--- config.mk ---
export PLATFORM = sky130hd
export DESIGN_NAME = pad_mux_ctrl
export DESIGN_NICKNAME = d
export VERILOG_FILES = /design/src/rtl/pad_mux_ctrl.sv
export SDC_FILE = /design/constraint.sdc
export NUM_CORES = 1
export LEC_CHECK = 0
export ABC_AREA = 1
export CAP_MARGIN = 20
export CELL_PAD_IN_SITES_DETAIL_PLACEMENT = 1
export CELL_PAD_IN_SITES_GLOBAL_PLACEMENT = 1
export CORE_ASPECT_RATIO = 0.8
export CORE_MARGIN = 2
export CORE_UTILIZATION = 29
export CTS_BUF_LIST = sky130_fd_sc_hd__clkbuf_8
export DETAILED_ROUTE_END_ITERATION = 16
export PLACE_DENSITY_LB_ADDON = 0.15
export SLEW_MARGIN = 20
export SYNTH_ARGS = -nofsm -noshare
export SYNTH_HDL_FRONTEND = slang
export SYNTH_SLANG_ARGS = --single-unit
export TNS_END_PERCENT = 1
--- constraint.sdc ---
create_clock -name clk -period 4.2 [get_ports clk]
set_input_delay 1.05 -clock clk [delete_from_list [all_inputs] [get_ports clk]]
set_output_delay 1.05 -clock clk [all_outputs]
set_load 0.02 [all_outputs]
--- src/rtl/pad_mux_ctrl.sv ---
`default_nettype none
// ============================================================================
// Module      : pad_mux_ctrl
// Description : Runtime pin-mux controller. An APB register holds a 2-bit
//               function select per pad. Each pad is routed to the selected
//               peripheral's o/oe, and the pad input is returned only to that
//               peripheral. A change of function is sequenced without glitches:
//               the pads that change are tri-stated for GUARD_CYC cycles
//               before the new select is applied. Pads that do not change are
//               never disturbed.
// Ports       : clk, rst_n              clock, asynchronous active-low reset
//               PADDR..PSLVERR          APB slave (SEL @0x000, STATUS @0x004)
//               fn_o/fn_oe/fn_i         peripheral side, index p*NFUNC+f
//               pad_o/pad_oe/pad_i      io_tri cell side, one bit per pad
// Config      : PAD_MUX_LOCK_EN adds a sticky LOCK register at 0x008 that
//               blocks further SEL writes until reset.
// Revision    : 1.0 - initial release
// ============================================================================
module pad_mux_ctrl #(
    parameter int          NPADS     = 14,
    parameter int          NFUNC     = 4,
    parameter int          GUARD_CYC = 4,
    parameter logic [31:0] RESET_SEL = 32'h0
) (
    input  logic                   clk,
    input  logic                   rst_n,
    input  logic [11:0]            PADDR,
    input  logic [31:0]            PWDATA,
    input  logic                   PWRITE,
    input  logic                   PSEL,
    input  logic                   PENABLE,
    output logic [31:0]            PRDATA,
    output logic                   PREADY,
    output logic                   PSLVERR,
    input  logic [NPADS*NFUNC-1:0] fn_o,
    input  logic [NPADS*NFUNC-1:0] fn_oe,
    output logic [NPADS*NFUNC-1:0] fn_i,
    output logic [NPADS-1:0]       pad_o,
    output logic [NPADS-1:0]       pad_oe,
    input  logic [NPADS-1:0]       pad_i
);

    localparam int          c_SW          = 2 * NPADS;
    localparam logic [11:0] c_ADDR_SEL    = 12'h000;
    localparam logic [11:0] c_ADDR_STATUS = 12'h004;

    typedef enum logic [1:0] {
        S_IDLE   = 2'd0,
        S_DRAIN  = 2'd1,
        S_SWITCH = 2'd2
    } state_t;

    state_t            r_state;
    state_t            w_state_nxt;
    logic [c_SW-1:0]   r_sel;
    logic [c_SW-1:0]   r_new;
    logic [c_SW-1:0]   w_new;
    logic [NPADS-1:0]  r_mask;
    logic [NPADS-1:0]  w_chg;
    logic [7:0]        r_cnt;
    logic              w_access;
    logic              w_hit_sel;
    logic              w_hit_status;
    logic              w_hit_lock;
    logic              w_addr_ok;
    logic              w_locked;
    logic              w_sel_wr;
    logic              w_start;
    logic              w_busy;
    logic [31:0]       w_sel_rd;
    logic              w_unused_pwdata;

    assign w_access     = PSEL & PENABLE;
    assign w_hit_sel    = (PADDR == c_ADDR_SEL);
    assign w_hit_status = (PADDR == c_ADDR_STATUS);
    assign w_new        = PWDATA[c_SW-1:0];
    assign w_busy       = (r_state != S_IDLE);
    // Upper PWDATA bits beyond the select field are intentionally ignored.
    assign w_unused_pwdata = ^PWDATA;

`ifdef PAD_MUX_LOCK_EN
    localparam logic [11:0] c_ADDR_LOCK = 12'h008;
    logic r_lock;

    assign w_hit_lock = (PADDR == c_ADDR_LOCK);
    assign w_locked   = r_lock;

    // The bus is held by a pending SEL write while the FSM is busy, so a lock
    // write can only be accepted in IDLE, i.e. after any SWITCH completed.
    always_ff @(posedge clk or negedge rst_n) begin
        if (!rst_n) begin
            r_lock <= 1'b0;
        end else if (w_access && PWRITE && w_hit_lock && PWDATA[0] && (r_state == S_IDLE)) begin
            r_lock <= 1'b1;
        end
    end
`else
    assign w_hit_lock = 1'b0;
    assign w_locked   = 1'b0;
`endif

    assign w_addr_ok = w_hit_sel | w_hit_status | w_hit_lock;
    assign w_sel_wr  = w_access & PWRITE & w_hit_sel & ~w_locked;
    assign w_start   = (r_state == S_IDLE) & w_sel_wr & (|w_chg);

    // Pads whose select field differs between the write data and the
    // currently applied select.
    always_comb begin
        w_chg = '0;
        for (int p = 0; p < NPADS; p++) begin
            w_chg[p] = (w_new[2*p +: 2] != r_sel[2*p +: 2]);
        end
    end

    // ------------------------------------------------------------------
    // Sequencing FSM
    // ------------------------------------------------------------------
    always_comb begin
        w_state_nxt = r_state;
        PREADY      = 1'b1;
        case (r_state)
            S_IDLE: begin
                if (w_start) begin
                    w_state_nxt = S_DRAIN;
                    PREADY      = 1'b0;
                end
            end
            S_DRAIN: begin
                PREADY = 1'b0;
                if (r_cnt == 8'd0) begin
                    w_state_nxt = S_SWITCH;
                end
            end
            S_SWITCH: begin
                // PREADY stays high here to complete the held write.
                w_state_nxt = S_IDLE;
            end
            default: begin
                w_state_nxt = S_IDLE;
            end
        endcase
    end

    always_ff @(posedge clk or negedge rst_n) begin
        if (!rst_n) begin
            r_state <= S_IDLE;
            r_sel   <= RESET_SEL[c_SW-1:0];
            r_new   <= RESET_SEL[c_SW-1:0];
            r_mask  <= '0;
            r_cnt   <= 8'd0;
        end else begin
            r_state <= w_state_nxt;
            case (r_state)
                S_IDLE: begin
                    if (w_start) begin
                        r_new  <= w_new;
                        r_mask <= w_chg;
                        r_cnt  <= 8'(GUARD_CYC - 1);
                    end
                end
                S_DRAIN: begin
                    if (r_cnt != 8'd0) begin
                        r_cnt <= r_cnt - 8'd1;
                    end
                end
                S_SWITCH: begin
                    r_sel  <= r_new;
                    r_mask <= '0;
                end
                default: begin
                end
            endcase
        end
    end

    // ------------------------------------------------------------------
    // APB response
    // ------------------------------------------------------------------
    always_comb begin
        w_sel_rd             = '0;
        w_sel_rd[c_SW-1:0]   = r_sel;
    end

    assign PSLVERR = w_access & (~w_addr_ok | (PWRITE & w_hit_sel & w_locked));

    always_comb begin
        PRDATA = '0;
        if (PSEL && !PWRITE) begin
            if (w_hit_sel) begin
                PRDATA = w_sel_rd;
            end else if (w_hit_status) begin
                PRDATA[0] = w_busy;
            end
`ifdef PAD_MUX_LOCK_EN
            else if (w_hit_lock) begin
                PRDATA[0] = r_lock;
            end
`endif
        end
    end

    // ------------------------------------------------------------------
    // Pad datapath. A select value with no matching function (NFUNC < 4)
    // leaves the pad undriven and returns nothing. Masked pads keep the old
    // function on pad_o but have oe and the input return forced low.
    // Everything is held quiet while reset is asserted.
    // ------------------------------------------------------------------
    always_comb begin
        pad_o  = '0;
        pad_oe = '0;
        fn_i   = '0;
        if (rst_n) begin
            for (int p = 0; p < NPADS; p++) begin
                for (int f = 0; f < NFUNC; f++) begin
                    if (r_sel[2*p +: 2] == 2'(f)) begin
                        pad_o[p]          = fn_o[p*NFUNC + f];
                        pad_oe[p]         = fn_oe[p*NFUNC + f] & ~r_mask[p];
                        fn_i[p*NFUNC + f] = pad_i[p] & ~r_mask[p];
                    end
                end
            end
        end
    end

endmodule
`default_nettype wire

==> flow_metrics.env <==
export IMPL_status="finished clean"
export IMPL_cts_buffers=9
export IMPL_setup_viol=0
export IMPL_drive_gt1_share_pct=4.80
export IMPL_hp_class="flop to flop"
export IMPL_maxSlewViolCount=0
export IMPL_drc_errors=0
export IMPL_critPathMaxFanout=28
export IMPL_final_cell_count_no_fill=1383
export IMPL_fin_crit_ns=4.04
export IMPL_ys_seq_area_share_pct=36.2
export IMPL_yosysWarnings=0
export IMPL_htreeDepth=3
export IMPL_antenna_found_initial=0
export IMPL_synth_largest_area_cell="dfrtp_1"
export IMPL_finClkSkew_ns=0.0124
export IMPL_overflow=0
export IMPL_syn_to_final_growth_pct=59.9
export IMPL_post_cts_buffers=0
export IMPL_dp_cells=1368
export IMPL_crit_path_frequent_cell="clkdlybuf4s50_1"
export IMPL_cp_end_kind="primary output"
export IMPL_routed_wl_mm=21.2
export IMPL_cpPeakStageDelay_ns=0.63
export IMPL_synth_area_leaders="dfrtp_1, nand2_1, nor2_1"
export IMPL_syn_area_per_cell_sq_um=6.56
export IMPL_diodes=0
export IMPL_grt_pass1_vias=6722
export IMPL_fin_area_sq_um=8830
export IMPL_synth_edf_count=0
export IMPL_rows=45
export IMPL_die_area_sq_um=20200
export IMPL_crit_chain="clkdlybuf4s50_1 -> or2_1 -> nor3_2 -> nand2_2 -> buf_12 -> nor3b_1 -> clkdlybuf4s50_1"
export IMPL_antenna_left=0
export IMPL_die_w_um=158
export IMPL_dp_hpwl_mm=16.5
export IMPL_leakagePower_nw=4.09
export IMPL_core_area_sq_um=18800
export IMPL_ios=293
export IMPL_ctsResizeCount=1
export IMPL_fmax_ghz=0.248
export IMPL_slew_headroom_pct=54.7
export IMPL_netlist_area_sq_um=5520
export IMPL_syn_inst=842
export IMPL_worstPathRequired_ns=3.15
export IMPL_cts_buffer_depth=2
export IMPL_synth_seq_cells=80
export IMPL_min_period_over_period_pct=96.1
export IMPL_hold_buffers=0
export IMPL_crit_type="input port to primary output"
export IMPL_cts_sinks=80
export IMPL_grt_pass1_wl_mm=33.7
export IMPL_arrival_ns=2.99
export IMPL_hold_violations=0
export IMPL_grt_use_total_pct=21.2
export IMPL_ys_top_cells_by_count="nand2_1, nor2_1, inv_1"
export IMPL_drtPass1Iterations=4
export IMPL_viasPerCell=4.67
export IMPL_rsz0062_at_grt="false"
export IMPL_powerDensity_nw_per_um2=193
export IMPL_wl_per_cell_um=15.4
export IMPL_async_flop_share_pct=100
export IMPL_numPortBuffers=284
export IMPL_startpoint_type="input port"
export IMPL_gp_congestion=0.782
export IMPL_drv_cap=0
export IMPL_grt_max_degree=61
export IMPL_clock_latency_ns=0.38
export IMPL_synth_top_area_share_pct=36.2
export IMPL_final_nets=1298
export IMPL_cts_tree="built"
export IMPL_ys_flop_type="dfrtp_1"
export IMPL_yosysMostFrequentCell="nand2_1"
export IMPL_vdd_ir_drop_max_mv=0.109
export IMPL_synth_cell_types=39
export IMPL_initial_core_util_pct=29.4
export IMPL_place_area_sq_um=8620
export IMPL_num_vias=6460
export IMPL_clk_pin_slew_ns=0.07
export IMPL_drtIter0Drc=228
export IMPL_die_h_um=127
export IMPL_ctsRootBufferMaster="clkbuf_8"
export IMPL_cpMaxStageDelayCell="clkdlybuf4s50_1"
export IMPL_tightest_slew_ns=0.677
-- cells in the final DEF, fill, tap and decap left out, types with 2 or more instances in the layout --
master / count
clkbuf_8: 10
o22ai_1: 14
buf_12: 2
clkdlybuf4s50_1: 276
a21oi_1: 60
inv_2: 8
inv_1: 89
xnor2_1: 19
nor4_1: 12
nand2_1: 215
clkinv_2: 3
nor3_1: 47
buf_4: 17
nor3b_1: 4
nand2_4: 2
nor2_1: 148
ha_1: 2
mux2_2: 3
nand4_1: 2
nand2_2: 2
o2111a_1: 4
dlymetal6s2s_1: 5
conb_1: 4
nand3_1: 49
dfrtp_1: 80
o21ai_0: 28
o21bai_1: 4
-- cell families (layout without fill, tap and decap cells) --
logic type | after synthesis | after routing | synth area share (%)
XOR/XNOR | 20 | 20 | 3.17
AO/OA/AOI/OAI | 116 | 116 | 11.8
other | 1 | 4 | 0.0679
buffers and inverters | 134 | 414 | 10.8
adder cells (fa/ha/maj) | 2 | 2 | 0.453
AND/OR/NAND/NOR | 486 | 486 | 36.8
flip-flops | 80 | 80 | 36.2
multiplexers | 3 | 3 | 0.612
-- through the flow --
| step | hold WS, ns | setup WS, ns | TNS (ns) | power, mW | util, % |
|---|---|---|---|---|---|
| finish | 0.484 | 0.163 | 0 | 1.70 | 46.9 |
| global route | 0.512 | 0.000123 | 0 | 1.78 | 46.9 |
| CTS | 0.487 | 0.0638 | 0 | 1.73 | 46.8 |
| detailed placement | 0.466 | -0.00000555 | -0.00000555 | 1.15 | 45.9 |
| global placement | 0.461 | 0.0433 | 0 | 1.14 | 45.9 |
| floorplan | 0.445 | 0.826 | 0 | 0.893 | - |
-- layer usage --
| layer | vias to the layer above | wire length [um] | GRT usage, % |
|---|---|---|---|
| met4 | 0 | 123 | 2.97 |
| met3 | 9 | 1600 | 7.02 |
| met2 | 183 | 10000 | 36.0 |
| li1 | 3251 | - | - |
| met5 | - | 0 | 0 |
| met1 | 3017 | 9510 | 26.8 |
-- registers in the layout (all words and copies together), names as in the netlist --
name and cells:
r_new 28, r_mask 14, r_sel 28, r_cnt 8, r_state 2
-- final timing paths --
kind	slack, ns	cells after the start	to	start
setup / recovery	0.16	7	PRDATA[6]	PADDR[1]
max in group asynchronous	2.97	3	r_mask[12]	rst_n
setup reg to reg	1.87	12	r_cnt[6]	r_sel[19]
hold reg to reg	0.48	2	r_new[8]	r_new[8]
hold / removal	0.48	2	r_new[8]	r_new[8]
min in group asynchronous	0.54	1	r_sel[10]	rst_n
-- power by group --
part | internal, mW | switching, mW
clock network | 0.282 | 0.288
registers | 0.771 | 0.00136
logic | 0.213 | 0.145
total | 1.27 | 0.433
-- worst max-delay path: cells and delay by family --
family / cells / cell delay (ns)
buffers and inverters: 3 / 1.21
and+or+nand+nor: 4 / 0.73
-- cell type report --
type,count,area [sq um]
fill,2452,9980
timing repair buffer,301,3000
clock buffer,10,138
sequential,80,2000
clock inverter,5,48.8
inverter,98,370
multi-input combinational,631,2950
tap,258,323
No activity file was read; power rests on OpenSTA's default activity.
